$ cat src/rtl/i2s_slave.sv
// I2S slave transceiver: oversamples the codec's sclk/lrclk/sd in the i_clk domain,
// de-serialises the received stereo pair and serialises the transmit pair in the same frames.
//
// state  | meaning
// IDLE   | no slot boundary seen since reset; partial slot is discarded
// WAIT_L | boundary seen, waiting for a left commit
// GOT_L  | left sample stored, waiting for the matching right commit
module i2s_slave #(
    parameter int DATA_BIT = 24
) (
    input  logic                i_clk,
    input  logic                i_reset,
    input  logic                i_sclk,
    input  logic                i_lrclk,
    input  logic                i_rx_sd,
    input  logic [DATA_BIT-1:0] i_audio_l,
    input  logic [DATA_BIT-1:0] i_audio_r,
    input  logic                i_audio_valid,
    output logic [DATA_BIT-1:0] o_audio_l,
    output logic [DATA_BIT-1:0] o_audio_r,
    output logic                o_audio_valid,
    output logic                o_audio_ready,
    output logic                o_locked,
    output logic                o_tx_sd
);
    localparam int CNT_W = $clog2(DATA_BIT + 1);
    localparam logic [CNT_W-1:0] CNT_FULL = CNT_W'(DATA_BIT);

    typedef enum logic [1:0] {
        IDLE   = 2'd0,
        WAIT_L = 2'd1,
        GOT_L  = 2'd2
    } state_t;

    state_t state, state_next;

    // [0],[1] synchroniser stages, [2] history register
    logic [2:0]          sclk_sync, lrclk_sync, sd_sync;
    logic                rise, fall;
    logic                ws;
    logic                ws_new, sd_bit, boundary, left_start, right_start;
    logic [DATA_BIT-1:0] rx_sr, rx_shift, rx_aligned, rx_l;
    logic [CNT_W-1:0]    bit_cnt, cnt_next;
    logic                commit_l, pair_done;
    logic [DATA_BIT-1:0] hold_l, hold_r, cur_l, cur_r, tx_sr;

    assign ws_new      = lrclk_sync[2];
    assign sd_bit      = sd_sync[2];
    assign boundary    = rise && (ws_new != ws);
    assign left_start  = boundary && !ws_new;
    assign right_start = boundary && ws_new;

    always_ff @(posedge i_clk or posedge i_reset) begin
        if (i_reset) begin
            sclk_sync  <= '0;
            lrclk_sync <= '0;
            sd_sync    <= '0;
            rise       <= 1'b0;
            fall       <= 1'b0;
        end else begin
            sclk_sync  <= {sclk_sync[1:0], i_sclk};
            lrclk_sync <= {lrclk_sync[1:0], i_lrclk};
            sd_sync    <= {sd_sync[1:0], i_rx_sd};
            rise       <= sclk_sync[1] & ~sclk_sync[2];
            fall       <= ~sclk_sync[1] & sclk_sync[2];
        end
    end

    // Short slots leave fewer than DATA_BIT bits; left-align them with zero LSBs.
    always_comb begin
        rx_shift = rx_sr;
        cnt_next = bit_cnt;
        if (bit_cnt < CNT_FULL) begin
            rx_shift = {rx_sr[DATA_BIT-2:0], sd_bit};
            cnt_next = bit_cnt + CNT_W'(1);
        end
        rx_aligned = rx_shift << (CNT_FULL - cnt_next);
    end

    always_ff @(posedge i_clk or posedge i_reset) begin
        if (i_reset) begin
            state <= IDLE;
        end else begin
            state <= state_next;
        end
    end

    always_comb begin
        state_next = state;
        commit_l   = 1'b0;
        pair_done  = 1'b0;
        if (boundary) begin
            case (state)
                IDLE: state_next = WAIT_L;
                WAIT_L: begin
                    if (!ws) begin
                        commit_l   = 1'b1;
                        state_next = GOT_L;
                    end
                end
                GOT_L: begin
                    if (!ws) begin
                        commit_l = 1'b1;
                    end else begin
                        pair_done  = 1'b1;
                        state_next = WAIT_L;
                    end
                end
                default: state_next = IDLE;
            endcase
        end
    end

    always_ff @(posedge i_clk or posedge i_reset) begin
        if (i_reset) begin
            ws            <= 1'b0;
            rx_sr         <= '0;
            bit_cnt       <= '0;
            rx_l          <= '0;
            o_audio_l     <= '0;
            o_audio_r     <= '0;
            o_audio_valid <= 1'b0;
            o_locked      <= 1'b0;
        end else begin
            o_audio_valid <= pair_done;
            if (rise) begin
                ws <= ws_new;
                if (boundary) begin
                    rx_sr   <= '0;
                    bit_cnt <= '0;
                end else begin
                    rx_sr   <= rx_shift;
                    bit_cnt <= cnt_next;
                end
            end
            if (commit_l) begin
                rx_l <= rx_aligned;
            end
            if (pair_done) begin
                o_audio_l <= rx_l;
                o_audio_r <= rx_aligned;
                o_locked  <= 1'b1;
            end
        end
    end

    // Snapshot uses the pre-edge hold values, so a same-cycle write lands in the next frame.
    always_ff @(posedge i_clk or posedge i_reset) begin
        if (i_reset) begin
            hold_l        <= '0;
            hold_r        <= '0;
            cur_l         <= '0;
            cur_r         <= '0;
            tx_sr         <= '0;
            o_tx_sd       <= 1'b0;
            o_audio_ready <= 1'b0;
        end else begin
            o_audio_ready <= left_start;
            if (i_audio_valid) begin
                hold_l <= i_audio_l;
                hold_r <= i_audio_r;
            end
            if (left_start) begin
                cur_l <= hold_l;
                cur_r <= hold_r;
                tx_sr <= hold_l;
            end else if (right_start) begin
                tx_sr <= cur_r;
            end else if (fall) begin
                o_tx_sd <= tx_sr[DATA_BIT-1];
                tx_sr   <= {tx_sr[DATA_BIT-2:0], 1'b0};
            end
        end
    end
endmodule

$ cat config.mk
export PLATFORM = sky130hd
export DESIGN_NAME = i2s_slave
export DESIGN_NICKNAME = d
export VERILOG_FILES = /design/src/rtl/i2s_slave.sv
export SDC_FILE = /design/constraint.sdc
export NUM_CORES = 1
export LEC_CHECK = 0
export ABC_AREA = 1
export CELL_PAD_IN_SITES_DETAIL_PLACEMENT = 1
export CELL_PAD_IN_SITES_GLOBAL_PLACEMENT = 2
export CORE_ASPECT_RATIO = 1.5
export CORE_MARGIN = 2
export CORE_UTILIZATION = 38
export CTS_BUF_LIST = sky130_fd_sc_hd__clkbuf_8
export DETAILED_ROUTE_END_ITERATION = 6
export PLACE_DENSITY_LB_ADDON = 0.1
export SETUP_SLACK_MARGIN = 0.1
export SLEW_MARGIN = 15
export SYNTH_ARGS = -nofsm -noshare
export SYNTH_HDL_FRONTEND = slang
export SYNTH_SLANG_ARGS = --single-unit
$ cat constraint.sdc
create_clock -name i_clk -period 18.62 [get_ports i_clk]
set_input_delay 1.862 -clock i_clk [delete_from_list [all_inputs] [get_ports i_clk]]
set_output_delay 1.862 -clock i_clk [all_outputs]
set_load 0.05 [all_outputs]
==> impl_metrics.env <==
export IMPL_fin_crit_ns=4.31
export IMPL_crit_required_ns=19.05
export IMPL_p_sw_mw=0.442
export IMPL_synthSimpleGateAreaFrac_pct=25.5
export IMPL_p_per_area_nw_per_um2=107
export IMPL_place_congestion=0.836
export IMPL_hold_slack_ns=0.346
export IMPL_diodes=0
export IMPL_clkSinkCount=215
export IMPL_cp_start_kind="flop"
export IMPL_synth_top_family_by_area="simple AND/OR/NAND/NOR gates"
export IMPL_grt_pass1_wl_um=46600
export IMPL_hold_viol_final=0
export IMPL_synth_most_common_cell="nand2_1"
export IMPL_p_leak_nw=5.66
export IMPL_grt_overflow=0
export IMPL_ys_flop_type="dfrtp_1"
export IMPL_multi_input_area_um2=4000
export IMPL_grt_pass1_vias=8977
export IMPL_postCtsSetupBuffers=0
export IMPL_rsz0062_at_grt="false"
export IMPL_cts_tree="done"
export IMPL_pwr_share_seq_pct=43.9
export IMPL_clock_fmax_mhz=232
export IMPL_synth_edff_count=0
export IMPL_comb_power_share_pct=25.4
export IMPL_synth_area_leaders="dfrtp_1 (54%), nand2_1 (16%), nand3_1 (7.0%)"
export IMPL_clk_pin_slew_ns=0.07
export IMPL_clkPwrFrac_pct=30.7
export IMPL_ir_drop_mv=0.0685
export IMPL_die_width_um=137
export IMPL_port_buffers=105
export IMPL_cp_slowest_cell="dfrtp_1"
export IMPL_drc_errors=0
export IMPL_cp_common_cell="nand2_1"
export IMPL_slew_limit_headroom_pct=27.1
export IMPL_worstSetupPathType="reg -> reg"
export IMPL_cts_buffers=36
export IMPL_maxCapViolations=0
export IMPL_setup_viol=0
export IMPL_finalSetupTns_ns=0
export IMPL_fp_dieH_um=203
export IMPL_core_area_um2=25900
export IMPL_post_drt_wl_per_cell_um=17.0
export IMPL_yosys_cell_types_count=28
export IMPL_netlist_area_um2=10100
export IMPL_worst_pin_slew_ns=1.09
export IMPL_hp_class="reg -> reg"
export IMPL_skew_ns=0.0181
export IMPL_grt_max_degree=141
export IMPL_slowest_delay_ns=0.88
export IMPL_synth_top_area_share_pct=53.5
export IMPL_synth_top_cells_by_count="nand2_1 (441), dfrtp_1 (215), nand3_1 (140), o21ai_0 (124), inv_1 (90)"
export IMPL_htreeDepth=2
export IMPL_status="complete, no violations"
export IMPL_first_iter_violations=485
export IMPL_netlist_instances=1236
export IMPL_swShare_pct=34.6
export IMPL_drive_gt1_share_pct=7.73
export IMPL_dieArea_um2=27800
export IMPL_clock_latency_ns=0.54
export IMPL_antenna_found_initial=0
export IMPL_dp_hpwl_um=19500
export IMPL_path_cells="nand2_2, nand2_1, nand2_1, nand2_1, nand2_2, inv_2, nand2_1, nand3_1, nand2_1, nand2_1, nand3_1, o21ai_0"
export IMPL_arrival_ns=4.74
export IMPL_yosysTopAreaCell="dfrtp_1"
export IMPL_synth_fa_ha_area_share_pct=0.622
export IMPL_fillers=3143
export IMPL_regArea_um2=5380
export IMPL_syn_to_final_growth_pct=18.4
export IMPL_cts_root_buf="clkbuf_8"
export IMPL_routed_via_density=5.11
export IMPL_synth_async_sr_flop_share_pct=100
export IMPL_synth_area_mux_share_pct=3.36
export IMPL_num_io_pins=106
export IMPL_synth_compound_area_share_pct=10.2
export IMPL_ant_nets=0
export IMPL_synth_nets=1295
export IMPL_cts_resized=0
export IMPL_post_route_period_util_pct=23.1
export IMPL_worstPathMaxFanout=50
export IMPL_end_kind="flop"
export IMPL_syn_avg_cell_area_um2=8.13
export IMPL_synth_seq_cells=215
export IMPL_nets=1374
export IMPL_ys_seq_area_share_pct=53.5
export IMPL_internal_power_mw=0.834
export IMPL_synth_warnings=0
export IMPL_dr_pass1_iters=4
export IMPL_postRouteWirelength_um=28300
export IMPL_start_util_pct=38.7
export IMPL_track_usage_pct=21.3
export IMPL_synth_xor_area_share_pct=0.0871
export IMPL_report_final_slew_viol_count=0
export IMPL_cts_hold_buf=0
export IMPL_row_count=72
export IMPL_num_vias=8505
export IMPL_cts_max_path_buffers=3
## power groups by stage
stage	registers, mW	clock network (mW)	logic, mW
after floorplan	0.581	0	0.219
after global placement	0.566	0	0.322
after detailed placement	0.569	0	0.327
after CTS	0.561	0.406	0.329
after global routing	0.568	0.425	0.371
final	0.560	0.391	0.324
## sequential cells by signal (all words and copies together) (netlist names)
register	flops
bit_cnt	5
cur_r	24
fall	1
hold_l	24
hold_r	24
lrclk_sync	3
o_audio_l	24
o_audio_r	24
o_audio_ready	1
o_audio_valid	1
o_locked	1
o_tx_sd	1
rise	1
rx_l	24
rx_sr	24
sclk_sync	3
sd_sync	3
state	2
tx_sr	24
ws	1
## cell families after synthesis
kind of cell,Yosys count
simple gates,622
fa+ha+maj,5
xor+xnor,1
buf+inv,166
flops,215
mux,30
compound gates,197
## critical path, delay by kind of cell, from the launching register on
family | cells | cell delay [ns]
flip-flops | 1 | 0.88
buffers and inverters | 1 | 0.38
AND/OR/NAND/NOR | 10 | 2.71
AO/OA/AOI/OAI | 1 | 0.20
## stage by stage
step | worst slack, ns | instance area (µm²) | total power [mW] | util, % | cells
3_3_place_gp | 14.39 | 11300 | 0.888 | 43.4 | 1610
6_report | 14.31 | 11900 | 1.28 | 45.9 | 1666
5_1_grt | 13.89 | 11900 | 1.36 | 45.9 | 1666
4_1_cts | 14.35 | 11900 | 1.30 | 45.9 | 1666
2_1_floorplan | 10.88 | 10100 | 0.800 | - | 1236
3_5_place_dp | 14.38 | 11300 | 0.896 | 43.4 | 1610
## layout make-up
| class | instances | area share [%] |
|---|---|---|
| clock buffer | 42 | 4.86 |
| clock inverter | 14 | 0.547 |
| inverter | 95 | 3.06 |
| multi-input combinational | 855 | 33.6 |
| sequential | 215 | 45.2 |
| tap | 333 | 3.50 |
| timing repair buffer | 112 | 9.23 |
## worst paths after layout
kind                               start       endpoint  slack, ns  cells past startpoint
max                           bit_cnt[3]       rx_l[13]      14.31                     12
min                        lrclk_sync[1]  lrclk_sync[2]       0.35                      0
max reg2reg                   bit_cnt[3]       rx_l[13]      14.31                     12
min reg2reg                lrclk_sync[1]  lrclk_sync[2]       0.35                      0
max in group asynchronous        i_reset  o_audio_l[13]      15.07                      3
min in group asynchronous        i_reset       cur_r[1]       1.96                      2
## routing by layer
| metal | vias up | GRT usage [%] | part of all wire, % |
|---|---|---|---|
| met3 | 48 | 3.26 | 2.9 |
| met2 | 142 | 39.6 | 55 |
| met5 | - | 0 | 0 |
| met4 | 0 | 7.47 | 3.1 |
| met1 | 4168 | 24.4 | 39 |
| li1 | 4147 | - | - |
## placed cells by master (no fill, tap or decap), types with 2 or more instances in the layout
cell             netlist  layout
inv_2                  5       5
nor2_1                29      28
ha_1                   5       5
o21ai_0              124     124
nand2_2                5       6
o22ai_1               23      23
clkdlybuf4s50_1        0     104
o21ai_1               21      21
mux2_2                30      30
clkbuf_8               0      42
nand2_1              441     440
a31oi_1                4       4
buf_4                  2       7
dfrtp_1              215     215
nand3_1              140     140
nor2_2                 2       3
nand4_1                2       2
o31ai_1                2       2
a21oi_1               21      21
inv_1                 90      98
clkinv_2               0       3
(Power assumes the default switching activity.)
